===== src/rtl/dog_pkg.sv =====
// Shared types and helpers for the difference-of-Gaussians stage.
package dog_pkg;

    localparam int PIX_W = 8;
    localparam int DOG_W = 9;

    typedef enum logic [1:0] {
        ST_IDLE   = 2'd0,
        ST_WARMUP = 2'd1,
        ST_RUN    = 2'd2
    } dog_state_e;

    // Counter width for values 0..n-1; never narrower than one bit.
    function automatic int clog2(input int n);
        int w;
        w = 1;
        while ((1 << w) < n) w = w + 1;
        return w;
    endfunction

endpackage


===== src/rtl/dog_delay_line.sv =====
// Enable-gated 8-bit shift register aligning the smaller-sigma stream; depth 0 is a wire.
module dog_delay_line
    import dog_pkg::*;
#(
    parameter int SKEW = 0
) (
    input  logic             clk_i,
    input  logic             rst_i,
    input  logic             en_i,
    input  logic [PIX_W-1:0] din_i,
    output logic [PIX_W-1:0] dout_o
);

    generate
        if (SKEW == 0) begin : g_pass
            logic unused_sig;
            assign unused_sig = &{1'b0, clk_i, rst_i, en_i};
            assign dout_o     = din_i;
        end else begin : g_taps
            logic [PIX_W-1:0] taps_q [SKEW];

            always_ff @(posedge clk_i or posedge rst_i) begin
                if (rst_i) begin
                    for (int i = 0; i < SKEW; i++) taps_q[i] <= '0;
                end else if (en_i) begin
                    taps_q[0] <= din_i;
                    for (int i = 1; i < SKEW; i++) taps_q[i] <= taps_q[i-1];
                end
            end

            assign dout_o = taps_q[SKEW-1];
        end
    endgenerate

endmodule


===== src/rtl/dog_subtract.sv =====
// DoG stage: aligns two blurred streams, drops vertical warm-up, emits signed a-b with markers.
// Optional per-frame max |dout| tracking is built when DOG_STATS_EN is defined.
//
// state     | meaning
// ----------+-----------------------------------------------------------
// ST_IDLE   | no frame in progress, waiting for Frame_start
// ST_WARMUP | discarding enabled cycles while the Gaussians fill
// ST_RUN    | every enabled cycle is a frame pixel
module dog_subtract
    import dog_pkg::*;
#(
    parameter int IMG_W  = 400,
    parameter int IMG_H  = 300,
    parameter int WARMUP = 800,
    parameter int SKEW   = 0
) (
    input  logic             Clk,
    input  logic             Reset,
    input  logic             Clk_en,
    input  logic             Frame_start,
    input  logic [PIX_W-1:0] din_a,
    input  logic [PIX_W-1:0] din_b,
    output logic [DOG_W-1:0] dout,
    output logic             dout_valid,
    output logic             dout_sol,
    output logic             dout_eof,
    output logic             busy,
    output logic [PIX_W-1:0] max_abs
);

    localparam int COL_W = clog2(IMG_W);
    localparam int ROW_W = clog2(IMG_H);
    localparam int WU_W  = clog2(WARMUP + 1);

    localparam logic [COL_W-1:0] COL_LAST = COL_W'(IMG_W - 1);
    localparam logic [ROW_W-1:0] ROW_LAST = ROW_W'(IMG_H - 1);
    localparam logic [WU_W-1:0]  WU_LOAD  = WU_W'(WARMUP - 2);

    dog_state_e       state_q, state_d;
    logic [COL_W-1:0] col_q, col_d;
    logic [ROW_W-1:0] row_q, row_d;
    logic [WU_W-1:0]  wu_q, wu_d;
    logic [DOG_W-1:0] dout_q;
    logic             valid_q, sol_q, eof_q;

    logic [PIX_W-1:0] a_aligned;
    logic [DOG_W-1:0] diff;
    logic             start_pix, emit, pix_sol, pix_eof;
    logic [COL_W-1:0] pix_col, nxt_col;
    logic [ROW_W-1:0] pix_row, nxt_row;

    dog_delay_line #(.SKEW(SKEW)) u_delay (
        .clk_i  (Clk),
        .rst_i  (Reset),
        .en_i   (Clk_en),
        .din_i  (din_a),
        .dout_o (a_aligned)
    );

    assign diff = {1'b0, a_aligned} - {1'b0, din_b};

    // With no warm-up the Frame_start cycle itself is pixel (0,0).
    assign start_pix = Frame_start && (WARMUP == 0);
    assign emit      = (state_q == ST_RUN) || start_pix;
    assign pix_col   = start_pix ? '0 : col_q;
    assign pix_row   = start_pix ? '0 : row_q;
    assign pix_sol   = (pix_col == '0);
    assign pix_eof   = (pix_col == COL_LAST) && (pix_row == ROW_LAST);
    assign nxt_col   = (pix_col == COL_LAST) ? '0 : pix_col + 1'b1;
    assign nxt_row   = (pix_col == COL_LAST) ? pix_row + 1'b1 : pix_row;

    always_comb begin
        state_d = state_q;
        col_d   = col_q;
        row_d   = row_q;
        wu_d    = wu_q;
        if (Frame_start) begin
            col_d = '0;
            row_d = '0;
            wu_d  = '0;
            if (WARMUP == 0) begin
                if (pix_eof) begin
                    state_d = ST_IDLE;
                end else begin
                    state_d = ST_RUN;
                    col_d   = nxt_col;
                    row_d   = nxt_row;
                end
            end else if (WARMUP == 1) begin
                state_d = ST_RUN;
            end else begin
                state_d = ST_WARMUP;
                wu_d    = WU_LOAD;
            end
        end else begin
            case (state_q)
                ST_WARMUP: begin
                    if (wu_q == '0) begin
                        state_d = ST_RUN;
                        col_d   = '0;
                        row_d   = '0;
                    end else begin
                        wu_d = wu_q - 1'b1;
                    end
                end
                ST_RUN: begin
                    if (pix_eof) begin
                        state_d = ST_IDLE;
                    end else begin
                        col_d = nxt_col;
                        row_d = nxt_row;
                    end
                end
                default: ;
            endcase
        end
    end

    always_ff @(posedge Clk or posedge Reset) begin
        if (Reset) begin
            state_q <= ST_IDLE;
            col_q   <= '0;
            row_q   <= '0;
            wu_q    <= '0;
            dout_q  <= '0;
            valid_q <= 1'b0;
            sol_q   <= 1'b0;
            eof_q   <= 1'b0;
        end else if (Clk_en) begin
            state_q <= state_d;
            col_q   <= col_d;
            row_q   <= row_d;
            wu_q    <= wu_d;
            dout_q  <= diff;
            valid_q <= emit;
            sol_q   <= emit && pix_sol;
            eof_q   <= emit && pix_eof;
        end else begin
            valid_q <= 1'b0;
            sol_q   <= 1'b0;
            eof_q   <= 1'b0;
        end
    end

    assign dout       = dout_q;
    assign dout_valid = valid_q;
    assign dout_sol   = sol_q;
    assign dout_eof   = eof_q;
    assign busy       = (state_q != ST_IDLE);

`ifdef DOG_STATS_EN
    logic [PIX_W-1:0] max_abs_q;
    logic [DOG_W-1:0] neg_dout;
    logic [PIX_W-1:0] abs_dout;

    assign neg_dout = -dout_q;
    assign abs_dout = dout_q[DOG_W-1] ? neg_dout[PIX_W-1:0] : dout_q[PIX_W-1:0];

    // valid_q lasts exactly one clock, so the update is deliberately not Clk_en-gated.
    always_ff @(posedge Clk or posedge Reset) begin
        if (Reset) begin
            max_abs_q <= '0;
        end else if (Clk_en && Frame_start) begin
            max_abs_q <= '0;
        end else if (valid_q && (abs_dout > max_abs_q)) begin
            max_abs_q <= abs_dout;
        end
    end

    assign max_abs = max_abs_q;
`else
    assign max_abs = '0;
`endif

endmodule


===== config.mk =====
export PLATFORM = sky130hd
export DESIGN_NAME = dog_subtract
export DESIGN_NICKNAME = d
export VERILOG_FILES = /design/src/rtl/dog_pkg.sv /design/src/rtl/dog_delay_line.sv /design/src/rtl/dog_subtract.sv
export SDC_FILE = /design/constraint.sdc
export NUM_CORES = 1
export LEC_CHECK = 0
export CORE_MARGIN = 3
export CORE_UTILIZATION = 54
export DETAILED_ROUTE_END_ITERATION = 8
export HOLD_SLACK_MARGIN = 0.08
export PLACE_DENSITY = 0.84
export SETUP_SLACK_MARGIN = 0.2
export SLEW_MARGIN = 20
export SYNTH_ARGS = -nofsm -noshare
export SYNTH_HDL_FRONTEND = slang
export SYNTH_HIERARCHICAL = 1
export SYNTH_SLANG_ARGS = --single-unit

===== constraint.sdc =====
create_clock -name Clk -period 2.35 [get_ports Clk]
set_input_delay 0.235 -clock Clk [delete_from_list [all_inputs] [get_ports Clk]]
set_output_delay 0.235 -clock Clk [all_outputs]
set_load 0.005 [all_outputs]

# [Word level (Yosys, flattened, before mapping)]
# Cells that the tools add are included.
[totals] out_inout_bits=21 input_bits=20 regBits=42 wordCells=52
[classes] reduce_logical=12 addsub=4 eq_ne=9 n_mux=19
[op_table] op="2-to-1 mux 9 bit" count=7
[op_table] op="one-hot mux 9 bit (2 select lines)" count=2
[op_table] op="2-to-1 mux 10 bit" count=3
[op_table] op="adder 9 x 1 -> 9 bit, second input constant" count=2
[op_table] op="equality test 9 bit, second input constant" count=2
[op_table] op="zero test 10 bit" count=1
[op_table] op="subtractor 10 x 1 -> 10 bit, second input constant" count=1
[op_table] op="zero test 9 bit" count=1
[op_table] op="subtractor 8 x 8 -> 9 bit" count=1
[op_table] op="AND reduction 4 bit" count=2
[op_table] op="2-to-1 mux 2 bit" count=3
[op_table] op="!= test 3 x 2 -> 1 bit, second input constant" count=2
[op_table] op="!= test 3 bit, second input constant" count=2
[op_table] op="AND reduction 5 bit" count=1
[op_table] op="one-hot mux 2 bit (2 select lines)" count=1
[op_table] op="nonzero test 2 bit" count=2
[op_table] op="logical AND 1 bit" count=3
[op_table] op="2-to-1 mux 1 bit" count=3
[op_table] op="AND reduction 3 bit" count=1
[op_table] op="nonzero test 3 bit" count=1
[op_table] op="equality test 2 x 1 -> 1 bit, second input constant" count=1
[op_table] op="equality test 2 bit, second input constant" count=1
[op_table] op="!= test 2 bit, second input constant" count=1

# [Logic depth before layout (Yosys ltp)]
[logic_depth] ltp_word=5 ltp_mapped=9 ltp_nobuf=8

# [Modules after synthesis]
# Netlist, hierarchy kept.
[modules_own_cells] module="dog_subtract" seq_area_each_um2=1051.0 n_inst=1 cells_per_inst=299 area_per_inst_um2=2600.0
[modules_own_cells] module="dog_delay_line" seq_area_each_um2=0.0 n_inst=1 cells_per_inst=8 area_per_inst_um2=60.1

# [Least setup slack after synthesis]
# OpenSTA, ideal clock, no wires.
[synth_timing] kind="register to register" startpoint="reg row_q[6], in the netlist pix_row[6]" endpoint="reg col_q[2]" stages_incl_launch_ff=8 path_slack_ns=0.211 required_ns=2.271 arrival_time_ns=2.059 setup_time_ns=0.079 path_cell_list="dfrtp_1 or4b_1 or4b_1 buf_2 buf_6 o31ai_2 a21oi_1 mux2i_1"
[synth_via] elab_chain_len=4
[synth_rtl] item="start: declaration" line_no="dog_subtract.sv:41" rtl="logic [ROW_W-1:0] row_q, row_d;"
[synth_rtl] item="start signal: assignment" line_no="dog_subtract.sv:132" rtl="row_q <= row_d;"
[synth_rtl] item="equality test 9 bit" line_no="dog_subtract.sv:68" rtl="assign pix_eof = (pix_col == COL_LAST) && (pix_row == ROW_LAST);"
[synth_rtl] item="logical AND 1 bit" line_no="dog_subtract.sv:68"
[synth_rtl] item="!= test 3 bit (no source line)"
[synth_rtl] item="AND reduction 4 bit (no source line)"
[synth_rtl] item="end signal: assignment" line_no="dog_subtract.sv:131" rtl="col_q <= col_d;"
[synth_rtl] item="end: declaration" line_no="dog_subtract.sv:40" rtl="logic [COL_W-1:0] col_q, col_d;"
# Every way passes these cells.
# A chain may end at the register's enable or synchronous reset.

# [Worst setup path in the final report]
[layout_timing] startpoint="reg row_q[6], in the netlist pix_row[6]" endpoint="reg state_q[1]"
[layout_via] elab_chain_len=4
[layout_rtl] item="equality test 9 bit" line_no="dog_subtract.sv:68"
[layout_rtl] item="logical AND 1 bit" line_no="dog_subtract.sv:68"
[layout_rtl] item="!= test 3 x 2 -> 1 bit (no source line)"
[layout_rtl] item="AND reduction 4 bit (no source line)"
[layout_rtl] item="end signal: assignment" line_no="dog_subtract.sv:130" rtl="state_q <= state_d;"
[layout_rtl] item="end: declaration" line_no="dog_subtract.sv:39" rtl="dog_state_e state_q, state_d;"
# Every way passes these cells.

==> impl_summary.txt <==
----------------------------------------------------
[Pwr]
  Worst VDD drop ... 0.436 mV
  Proportion of total power due to net switching ... 27.1%
  Share of total power in the clock network ... 31.8%
  Total internal power ... 1.29 mW
  Switching power ... 481 µW
  Reg power frac ... 46.4%
  Power Dens Cells ... 557 nW/µm²
  Leakage ... 1.37 nW
  Logic pwr share ... 21.8%

[Timing]
  Worst Hold Slack ... 371 ps
  Period minus WS final ... 2160 ps
  Part of the cycle the worst path needs ... 91.8%
  Setup repair after global routing missed its margin ... true
  Summed negative setup slack over all endpoints ... 0 ps
  Final hold violation count ... 0
  Max Freq ... 0.464 GHz
  Measured slew at the worst slew-check pin ... 657 ps
  Layout Skew ... 4.40 ps
  Worst slew margin relative to its limit ... 56.1%
  Number of pins with negative max-slew slack in the final report ... 0
  Setup violation total in the final timing report ... 0

[Global routing]
  GRT Residual Overflow ... 0
  Antenna violations before repair ... 0
  Wire length of the first global-routing pass ... 9480 µm
  Maximum number of pins on one net before global-route repair ... 43
  Global router's overall resource usage ... 19.4%
  Via count of the first global-routing pass ... 2116

[Hold path]
  Type of the tightest min-delay check ... in -> async

[Clocking]
  Clock tree from TritonCTS ... built
  Clock-pin slew of the registers on the worst-case setup and hold paths ... 80 ps
  CTS Buf Count ... 5
  Clock latency at the later pin of the worst-skew pair ... 290 ps
  Maximum count of clock buffers along a single path ... 2
  Clock Sink Count ... 42
  Max H-tree Level ... 2
  Root Driver ... clkbuf_8

[Logic synthesis]
  Most used DFF post-synth ... dfrtp_1
  Sequential area share after synthesis ... 39.5%
  Number of different library cells in the post-synthesis netlist ... 52
  Number of synthesized register bits ... 42
  Post-synthesis adder-cell area fraction ... 6.40%
  Largest family of logic cells by synthesized area ... simple AND/OR/NAND/NOR gates
  Syn_area_per_cell ... 8.66 µm²
  Count of synthesis-stage warnings from yosys ... 6
  Post-synthesis instance area ... 2660 µm²
  EDFF count, synth ... 0
  Portion of netlist area occupied by mux cells ... 1.18%
  Synthesized instance count ... 307
  Area share of and/or/nand/nor cells after synthesis ... 22.3%
  Xor and xnor fraction of the mapped netlist area ... 2.63%
  Proportion of register bits with asynchronous set or reset after synthesis ... 100%
  Compound-Gate Fraction of Synth Area ... 18.7%

[Critical path]
  Library cell contributing the largest single delay on the critical path ... or4b_4
  Setup crit start kind ... register
  Cell occurring most often along the worst timing path ... or4b_4
  Combined buffer and inverter count along the critical path ... 0
  Type of destination of the critical path ... register
  Required time of the critical path ... 2530 ps
  Arrival time at the worst endpoint ... 2340 ps
  Cell family with the largest share of critical-path delay ... simple AND/OR/NAND/NOR gates
  Maximum fanout encountered on the critical timing path ... 6
  Cells along the critical path ... or4b_4 -> or4b_4 -> nor2_1 -> a211oi_1 -> a21o_1
  Delay of the slowest cell on the worst path ... 550 ps
  Kind of critical path ... reg -> reg

[Routing]
  Drc violations ... 0
  Number of nets with antenna violations after routing ... 0
  Count of vias placed by the detailed router ... 2338
  Wire length per cell ... 13.8 µm
  Vias per inst ... 5.73
  First-pass iteration count of the detailed router ... 6
  Total Routed Length ... 5650 µm
  Initial drt markers ... 187

[Cells and area]
  Commonest non-fill, non-tap cell in the layout ... dfrtp_1
  Antenna diodes ... 0
  Share of cells above drive strength 1 ... 10.2%
  Highest-count cells in the layout ignoring fill and taps ... 42 x dfrtp_1, 32 x clkdlybuf4s50_1, 30 x nand2_1
  Synthesis-to-finish area growth ... 19.7%
  Register area ... 1050 µm²
  Final net count ... 375
  Utilization after layout ... 69.7%
  Fillers ... 357
  Multi-input gate area ... 1430 µm²

[Floorplanning]
  X dimension of the die ... 76.2 µm
  I/O pin cnt ... 41
  Starting density of the core ... 58.3%
  Core Footprint ... 4560 µm²
  Row count ... 24
  Die boundary height ... 76.2 µm
  Die area ... 5800 µm²

[Place]
  Placer's final routability congestion estimate ... 0.872
  Port bufs ... 32
  Hpwl dp ... 4130 µm

[Job]
  Count of maximum capacitance violations ... 0

[Run status]
  Outcome ... finished clean

----------------------------------------------------
Yosys cell counts, types with 2 or more instances:
cell	n	share of area, %
a21o_1	2	0.56
ha_1	12	5.6
or4b_1	2	0.75
nand3_1	13	2.4
xor2_1	6	2.0
o41ai_1	3	0.99
nor2_1	24	3.4
o31ai_1	5	1.4
buf_2	2	0.38
nor4_1	2	0.47
mux2i_1	2	0.75
buf_4	16	4.5
inv_1	17	2.4
clkbuf_1	9	1.3
a211oi_1	3	0.85
a31oi_1	12	2.8
o211ai_1	3	0.85
nor3_1	12	2.3
nor2b_1	3	0.71
and2_1	5	1.2
nand4_1	8	1.9
o21ai_1	2	0.38
nand2_1	30	4.2
or3_1	3	0.71
o21ai_0	25	4.7
nand3b_1	2	0.56
o21a_1	6	1.7
nand2b_1	4	0.94
dfrtp_1	42	40
and3_1	4	0.94
xnor2_1	2	0.66
a21oi_1	6	1.1
registers in the layout, summed over array words and instances (netlist names):
register    cells
pix_row         9
wu_q           10
dout_sol        1
col_q           9
dout            9
state_q         2
dout_valid      1
dout_eof        1
worst paths after layout:
path / start / slack (ps) / cells after the start / endpoint
worst max-delay path: pix_row[6]$_DFFE_PP0P_ / 190 / 5 / state_q[1]$_DFFE_PP0P_
worst min-delay path: Reset / 370 / 3 / dout[8]$_DFFE_PP0P_
worst max register to register: pix_row[6]$_DFFE_PP0P_ / 190 / 5 / state_q[1]$_DFFE_PP0P_
worst min register to register: dout[5]$_DFFE_PP0P_ / 490 / 2 / dout[5]$_DFFE_PP0P_
max in group asynchronous: Reset / 1630 / 3 / pix_row[6]$_DFFE_PP0P_
min in group Clk: dout[5]$_DFFE_PP0P_ / 490 / 2 / dout[5]$_DFFE_PP0P_
repair_timing:
item,4_1_cts,5_1_grt
resized for setup,3,5
setup buffers,0,1
hold buffers,0,0
endpoints found under the setup margin,14,14
pin swaps,1,0
metal layers:
metal	part of all wire [%]	up-vias	GRT usage, %
met1	45	1138	25.2
met5	0	-	0
li1	-	1142	-
met4	1.2	0	5.98
met2	51	51	33.1
met3	3.2	7	3.31
metrics by stage:
stage          std cells  total power [mW]  cell area [µm²]  setup WS [ps]
6_report             408              1.77             3180            193
5_1_grt              408              1.88             3180            133
4_1_cts              407              1.78             3160            197
3_5_place_dp         399              1.22             3030           64.0
3_3_place_gp         399              1.21             3030           63.2
2_1_floorplan        314              1.07             2690            211
power by group through the flow:
stage          clock (mW)  sequential, mW  combinational [mW]
6_report            0.564           0.823               0.387
5_1_grt             0.611           0.832               0.435
4_1_cts             0.567           0.821               0.391
3_5_place_dp            0           0.835               0.386
3_3_place_gp            0           0.835               0.372
2_1_floorplan           0           0.829               0.241
cells by family (layout without fill, tap and decap cells):
| kind of cell | count (synthesis) | count (layout) |
|---|---|---|
| and+or+nand+nor | 118 | 118 |
| DFF | 42 | 42 |
| muxes | 3 | 3 |
| adders and majority gates | 13 | 13 |
| xor gates and xnor gates | 8 | 8 |
| AOI/OAI and AO/OA | 76 | 76 |
| buffers and inverters | 46 | 75 |
| other | 1 | 8 |
area by class of cell:
type | instances | area share [%]
Tap cell | 65 | 2.56
Timing Repair Buffer | 49 | 14.2
Inverter | 18 | 2.12
Multi-Input combinational cell | 226 | 44.8
Clock inverter | 1 | 0.943
Clock buffer | 7 | 2.40
Sequential cell | 42 | 33.0
worst register-to-register path, delay by kind of cell, from the launching register on:
kind | cells | cell delay [ps]
flops | 1 | 380
simple gates | 3 | 1350
compound gates | 2 | 330
Power figures use the tool's default switching activity.
